`src/rtl/rs_regfile_multi.sv`:
```
// rtl/rs_regfile_multi.sv - register file with rename status, multi-port commit, flush and busy count
module rs_regfile_multi #(
  parameter int WIDTH   = 32,
  parameter int NREG    = 32,
  parameter int TAG_W   = 4,
  parameter int NCOMMIT = 2,
  localparam int IDX_W  = $clog2(NREG),
  localparam int CNT_W  = $clog2(NREG) + 1
) (
  input  logic                       clk,
  input  logic                       rst,
  input  logic                       flush,
  input  logic [NCOMMIT-1:0]         commit_valid,
  input  logic [NCOMMIT*TAG_W-1:0]   commit_tag,
  input  logic [NCOMMIT*WIDTH-1:0]   commit_data,
  input  logic                       issue_valid,
  input  logic [IDX_W-1:0]           issue_rd,
  input  logic [TAG_W-1:0]           issue_tag,
  input  logic [IDX_W-1:0]           rs1_idx,
  input  logic [IDX_W-1:0]           rs2_idx,
  output logic                       rs1_busy,
  output logic                       rs2_busy,
  output logic [WIDTH-1:0]           rs1_val,
  output logic [WIDTH-1:0]           rs2_val,
  output logic [CNT_W-1:0]           busy_count
);

  logic [WIDTH-1:0] data_q [NREG];
  logic [TAG_W-1:0] tag_q  [NREG];
  logic [NREG-1:0]  busy_q;
  logic [CNT_W-1:0] count_q;

  logic [WIDTH-1:0] data_d [NREG];
  logic [TAG_W-1:0] tag_d  [NREG];
  logic [NREG-1:0]  busy_d;
  logic [CNT_W-1:0] count_d;

  // Operand lookup: pending renames resolve from a matching commit port in the same cycle;
  // the loop runs upward so the highest matching port wins.
  function automatic logic [WIDTH:0] read_src(input logic [IDX_W-1:0] idx);
    logic             b;
    logic [WIDTH-1:0] v;
    b = 1'b0;
    v = '0;
    if (idx != '0) begin
      if (busy_q[idx]) begin
        b = 1'b1;
        v = WIDTH'(tag_q[idx]);
        for (int p = 0; p < NCOMMIT; p++) begin
          if (commit_valid[p] && (commit_tag[p*TAG_W +: TAG_W] == tag_q[idx])) begin
            b = 1'b0;
            v = commit_data[p*WIDTH +: WIDTH];
          end
        end
      end else begin
        v = data_q[idx];
      end
    end
    return {b, v};
  endfunction

  // Combinational source reads from pre-update state plus commit forwarding
  always_comb begin
    {rs1_busy, rs1_val} = read_src(rs1_idx);
    {rs2_busy, rs2_val} = read_src(rs2_idx);
  end

  // Next-state: commits first, then flush or issue on top; issue keeps the commit's data write
  always_comb begin
    data_d  = data_q;
    tag_d   = tag_q;
    busy_d  = busy_q;
    count_d = '0;
    for (int i = 1; i < NREG; i++) begin
      for (int p = 0; p < NCOMMIT; p++) begin
        if (commit_valid[p] && busy_q[i] && (tag_q[i] == commit_tag[p*TAG_W +: TAG_W])) begin
          data_d[i] = commit_data[p*WIDTH +: WIDTH];
          busy_d[i] = 1'b0;
        end
      end
    end
    if (flush) begin
      busy_d = '0;
    end else if (issue_valid && (issue_rd != '0)) begin
      busy_d[issue_rd] = 1'b1;
      tag_d[issue_rd]  = issue_tag;
    end
    busy_d[0] = 1'b0;
    for (int i = 0; i < NREG; i++) begin
      count_d = count_d + CNT_W'(busy_d[i]);
    end
  end

  // State registers with asynchronous clear; x0 stays at its reset value forever
  always_ff @(posedge clk or posedge rst) begin
    if (rst) begin
      for (int i = 0; i < NREG; i++) begin
        data_q[i] <= '0;
        tag_q[i]  <= '0;
      end
      busy_q  <= '0;
      count_q <= '0;
    end else begin
      for (int i = 0; i < NREG; i++) begin
        data_q[i] <= data_d[i];
        tag_q[i]  <= tag_d[i];
      end
      busy_q  <= busy_d;
      count_q <= count_d;
    end
  end

  assign busy_count = count_q;

endmodule

```
`config.mk`:
```
export PLATFORM = sky130hd
export DESIGN_NAME = rs_regfile_multi
export DESIGN_NICKNAME = d
export VERILOG_FILES = /design/src/rtl/rs_regfile_multi.sv
export SDC_FILE = /design/constraint.sdc
export NUM_CORES = 2
export LEC_CHECK = 0
export BUFFER_PORTS_ARGS = -buffer_cell sky130_fd_sc_hd__buf_2
export CORE_UTILIZATION = 55
export CTS_BUF_LIST = sky130_fd_sc_hd__clkbuf_16
export DETAILED_ROUTE_END_ITERATION = 8
export PLACE_DENSITY = 0.72
export SLEW_MARGIN = 10
export SYNTH_ARGS = -nofsm -noshare
export SYNTH_HDL_FRONTEND = slang
export SYNTH_SLANG_ARGS = --single-unit
```
`constraint.sdc`:
```
create_clock -name clk -period 53.5 [get_ports clk]
set_input_delay 10.7 -clock clk [delete_from_list [all_inputs] [get_ports clk]]
set_output_delay 10.7 -clock clk [all_outputs]
set_load 0.05 [all_outputs]
```
After elaboration in Yosys (flattened, before gate mapping)
Index checks and enable logic that the tools add are counted.
{"block": "word_totals", "regBits": 1157, "inputBits": 97, "output_inout_bits": 72}
{"block": "op_classes", "add_sub_neg": 30, "magnitude_cmp": 8, "eq_ne": 66, "n_mux": 163, "bitwise_logic": 5, "reduce_logical": 166}
{"operator": "$mux W32", "n": 76}
{"operator": "$bmux W32 S5", "n": 2}
{"operator": "$eq A4 B4 Y1", "n": 66}
{"operator": "$add A6 B1 Y6", "n": 25}
{"operator": "$logic_and A1 B1 Y1", "n": 131}
{"operator": "$bwmux W128", "n": 1}
{"operator": "$mux W1", "n": 73}
{"operator": "$reduce_bool A2 Y1", "n": 31}
{"operator": "$bmux W4 S5", "n": 2}
{"operator": "$or A32 B32 Y32", "n": 1}
{"operator": "$demux W4 S5", "n": 1}
{"operator": "$mux W4", "n": 5}
{"operator": "$ge A6 B6 Y1 const B", "n": 3}
{"operator": "$lt A5 B6 Y1 const B", "n": 3}
{"operator": "$not A5 Y6", "n": 3}
{"operator": "$reduce_bool A5 Y1", "n": 3}
{"operator": "$bmux W1 S5", "n": 2}
{"operator": "$add A5 B1 Y6", "n": 1}
{"operator": "$lt A6 B1 Y1 const B", "n": 1}
{"operator": "$add A4 B1 Y5", "n": 1}
{"operator": "$demux W1 S5", "n": 1}
{"operator": "$ge A5 B1 Y1 const B", "n": 1}
{"operator": "$add A3 B1 Y4", "n": 1}
{"operator": "$add A2 B1 Y3", "n": 1}
{"operator": "3 further kinds", "n": 3}

Depth between registers and ports, before layout
{"block": "depth", "ltp_word": 37, "ltp_mapped": 25}

Worst setup path after synthesis
Ideal clock, no wire load.
{"block": "synth_timing", "path_type": "input to output", "start": "in rs1_idx[0]", "end": "out rs1_val[1]", "arrival_time_ns": 14.019, "path_slack_ns": 28.781, "path_stages": 9, "cell_sequence": "buf_6 > mux4_2 > a22oi_1 > and4_1 > mux2_2 > or3_4 > nor2_4 > mux2_2 > o21ai_0"}
{"block": "synth_via", "elab_chain_len": 10}
{"element": "start: declaration", "line_no": "19", "source": "input logic [IDX_W-1:0] rs1_idx,"}
{"element": "$not A5 Y6 (implied by the code)", "line_no": "48, 50, 56"}
{"element": "$bmux W4 S5", "line_no": "48, 50"}
{"element": "$mux W4 (implied by the code) (2 in series)", "line_no": "48, 50"}
{"element": "$eq A4 B4 Y1", "line_no": "50", "source": "if (commit_valid[p] && (commit_tag[p*TAG_W +: TAG_W] == tag_q[idx])) begin"}
{"element": "$logic_and A1 B1 Y1", "line_no": "50"}
{"element": "$mux W32 (2 in series)", "line_no": "50"}
{"element": "$mux W32", "line_no": "46", "source": "if (busy_q[idx]) begin"}
{"element": "$mux W32 *", "line_no": "45", "source": "if (idx != '0) begin"}
{"element": "end: declaration", "line_no": "23", "source": "output logic [WIDTH-1:0] rs1_val,"}
Every way passes the cells marked *; elsewhere a longest branch is shown, timed or not. The select of a mux whose other input is x is not followed.

Worst setup path in the final report
{"block": "layout_timing", "start": "in rs1_idx[3]", "end": "out rs1_val[1]"}
The elaborated chain is that of the path after synthesis.

==> impl_metrics.env <==
export IMPL_io_buffers=168
export IMPL_power_frac_clock_pct=40.1
export IMPL_relSlewSlack_pct=12.10
export IMPL_ys_top_cells_by_area="dfrtp_1 38%, mux4_2 19%, mux2i_1 14%, a21oi_1 6.8%, nor2_1 5.5%"
export IMPL_synthFlopType="dfrtp_1"
export IMPL_worstMarginPinSlew_ps=1318
export IMPL_cts_root_buffer="clkbuf_16"
export IMPL_critical_path_class="input port to primary output"
export IMPL_drtIter0Drc=9427
export IMPL_finClkSkew_ps=30.67
export IMPL_hp_class="register to register"
export IMPL_routed_wl_um=287400
export IMPL_crit_chain="buf_6, buf_4, mux4_2, o22ai_1, nor4_4, xnor2_1, nor2_1, nand4_1, buf_4, nand2_1, o21ai_0, buf_2"
export IMPL_dieArea_sq_mm=0.1395
export IMPL_cts_resized=0
export IMPL_pwr_share_seq_pct=44.0
export IMPL_antenna_found_initial=10
export IMPL_grt_pass1_wl_um=415600
export IMPL_fp_row_count=135
export IMPL_first_pass_iters=7
export IMPL_ys_seq_elements=1157
export IMPL_finalNetCount=6762
export IMPL_syn_cell_area_sq_mm=0.07592
export IMPL_routabilityCongestion=1.040
export IMPL_post_route_period_util_pct=49.71
export IMPL_clkLatencyLatePin_ps=800
export IMPL_area_growth_pct=6.769
export IMPL_synth_edff_count=0
export IMPL_grt_max_degree=155
export IMPL_tns_ps=0
export IMPL_htree_levels=4
export IMPL_cp_arrival_ps=15900
export IMPL_totalPowerFinal_uw=2282
export IMPL_net_switching_power_uw=670.6
export IMPL_rsz0062_at_grt="false"
export IMPL_gr_total_overflow=0
export IMPL_fin_crit_ps=26600
export IMPL_crit_family="buffers and inverters"
export IMPL_finalMaxSlewViolations=0
export IMPL_crit_top_cell="buf_4"
export IMPL_cp_buffers_inverters=4
export IMPL_postCtsSetupBuffers=0
export IMPL_path_max_fanout=62
export IMPL_dpl_hpwl_um=156900
export IMPL_drv_cap=0
export IMPL_required_ps=42800
export IMPL_synth_cell_types=69
export IMPL_startpoint_type="input port"
export IMPL_outcome="complete, no violations"
export IMPL_p_leak_uw=0.04201
export IMPL_synth_warning_count=0
export IMPL_ant_nets=0
export IMPL_wl_per_cell_um=33.74
export IMPL_coreArea_sq_mm=0.1361
export IMPL_timing_hold_ws_ps=407.0
export IMPL_max_stage_delay_ps=920
export IMPL_ys_async_sr_fraction_pct=100.0
export IMPL_vdd_drop_max_v=0.00002918
export IMPL_die_x_um=373.5
export IMPL_die_h_um=373.5
export IMPL_numCtsBuffers=133
export IMPL_setup_violations=0
export IMPL_drt_vias_per_instance=7.269
export IMPL_p_per_area_mw_per_mm2=28.15
export IMPL_clk_pin_slew_ps=60
export IMPL_pin_count=169
export IMPL_critical_path_slowest_cell="buf_4"
export IMPL_drc=0
export IMPL_fmax_ghz=0.03760
export IMPL_post_synth_top_area_cell="dfrtp_1"
export IMPL_ctsHoldBuffers=0
export IMPL_synth_area_per_cell_sq_um=10.75
export IMPL_cp_end_kind="primary output"
export IMPL_power_internal_uw=1611
export IMPL_synth_seq_area_share_pct=38.14
export IMPL_start_util_pct=55.76
export IMPL_grt_pass1_vias=59850
export IMPL_yosysTopAreaCellShare_pct=38.14
export IMPL_cts_tree="done"
export IMPL_clockBufferDepth=3
export IMPL_hold_violations=0
export IMPL_clock_sinks=1157
export IMPL_switching_share_pct=29.39
export IMPL_grt_usage_pct=40.84
export IMPL_vias=61920
export IMPL_syn_num_nets=7192
export IMPL_drive_gt1_share_pct=20.12
export IMPL_syn_inst=7065
export IMPL_combPwrFrac_pct=15.9
worst paths after layout:
kind                             from             to  slack, ps  depth (start not counted)
min in group asynchronous         rst    data_q[231]      10040                          2
setup / recovery           rs1_idx[3]     rs1_val[1]      26900                         12
hold reg to reg            tag_q[126]     tag_q[126]        410                          0
hold / removal             tag_q[126]     tag_q[126]        410                          0
setup reg to reg            tag_q[77]  busy_count[4]      45880                         21
max in group asynchronous         rst    data_q[788]      39500                          6
power by group through the flow:
stage / Combinational, uW / Clock [uW] / Sequential [uW]
6_report: 363 / 914 / 1000
5_1_grt: 383 / 949 / 1010
4_1_cts: 355 / 914 / 1000
3_5_place_dp: 354 / 0 / 1010
3_3_place_gp: 346 / 0 / 1010
2_1_floorplan: 272 / 0 / 993
registers in the layout, summed over array words and instances, names as in the netlist:
signal,flops
tag_q,128
data_q,992
busy_q,31
busy_count,6
area by class of cell:
| cell class | count | area [sq um] |
|---|---|---|
| fillers | 10980 | 55090 |
| multi-input cells | 4949 | 43320 |
| flip-flops and latches | 1157 | 28950 |
| clock buffers | 138 | 3453 |
| well taps | 1781 | 2228 |
| repair buffers | 294 | 1923 |
| clock inverters | 97 | 778.2 |
| inverters | 100 | 389.1 |
| diodes | 3 | 7.507 |
metal layers:
layer	wire length (um)	up-vias	GRT usage, %
li1	-	24980	-
met1	98230	30610	51.27
met2	122200	4963	58.72
met3	41720	1366	14.16
met4	25230	12	29.68
met5	83	-	0
through the flow:
stage	setup slack, ps	utilization [%]	area, sq um	cells
finish	26900	59.54	81060	8519
CTS	27250	59.53	81050	8516
detailed placement	27260	56.42	76820	8281
global route	26930	59.53	81050	8516
floorplan	10210	-	75920	7065
global placement	27230	56.42	76820	8281
placed cells by master (no fill, tap or decap), types with 7 or more instances in the layout:
| cell type | synthesis | routed |
|---|---|---|
| dfrtp_1 | 1157 | 1157 |
| nor2_1 | 1121 | 1120 |
| a21oi_1 | 1032 | 1032 |
| mux2i_1 | 1024 | 1024 |
| mux4_2 | 644 | 644 |
| mux2_2 | 177 | 176 |
| buf_2 | 123 | 160 |
| clkbuf_16 | 0 | 138 |
| buf_4 | 12 | 121 |
| inv_1 | 97 | 119 |
| xor2_1 | 117 | 117 |
| nand2_1 | 131 | 117 |
| nor3_1 | 81 | 81 |
| nand4_1 | 78 | 78 |
| a22o_1 | 64 | 64 |
| xnor2_1 | 62 | 62 |
| a31oi_1 | 43 | 43 |
| o21ai_0 | 36 | 36 |
| clkinv_1 | 2 | 33 |
| o22ai_1 | 30 | 30 |
| o211ai_1 | 30 | 30 |
| o221ai_1 | 29 | 29 |
| nand3_1 | 33 | 23 |
| nor2b_1 | 25 | 23 |
| fa_1 | 23 | 23 |
| a222oi_1 | 21 | 21 |
| clkinv_2 | 0 | 17 |
| a22oi_1 | 15 | 15 |
| nand2_4 | 0 | 14 |
| a221oi_1 | 14 | 14 |
| and2_1 | 12 | 12 |
| o21ai_1 | 12 | 12 |
| bufinv_16 | 0 | 11 |
| nand3_4 | 0 | 10 |
| o21ai_2 | 10 | 10 |
| nor3b_1 | 8 | 8 |
| inv_6 | 0 | 7 |
| ha_1 | 7 | 7 |
worst reg2reg max path, stage by stage (launching register included):
cell      delay (ps)
dfrtp_1          520
inv_1            140
o211ai_1          90
a221oi_1         400
nand3_4          650
nand4_1          340
nand2_1          150
fa_1             660
fa_1             530
inv_1             50
fa_1             530
inv_1             50
fa_1             450
fa_1             670
inv_1            120
fa_1             560
fa_1             650
fa_1             550
inv_1             80
a21o_1           110
a21oi_1           70
xnor2_1          120
cells in the mapped netlist (4+ instances only):
library cell,n
o21ai_1,12
o21ai_0,36
nand3_1,33
o21ai_2,10
a21oi_1,1032
inv_1,97
clkbuf_1,599
xor2_1,117
buf_6,17
mux2_2,177
a22oi_1,15
a22o_1,64
nand3b_1,4
nor3_1,81
nor2_1,1121
buf_4,12
o211ai_1,30
nor3b_1,8
nand4_1,78
a211o_1,4
fa_1,23
nand2_1,131
xnor2_1,62
ha_1,7
mux4_2,644
mux2i_1,1024
a31oi_1,43
buf_2,123
a41o_1,4
buf_1,107
a221oi_1,14
nor2b_1,25
o221ai_1,29
nand2b_1,7
dfrtp_1,1157
and2_1,12
a222oi_1,21
o22ai_1,30
kinds of logic after synthesis:
family	after synthesis	synth area share (%)
buf+inv	959	5.193
simple gates	1523	8.366
xor+xnor	179	2.065
fa+ha+maj	30	0.7219
mux	1848	35.34
flops	1157	38.14
compound gates	1369	10.18
No activity file was read; power rests on OpenSTA's default activity.
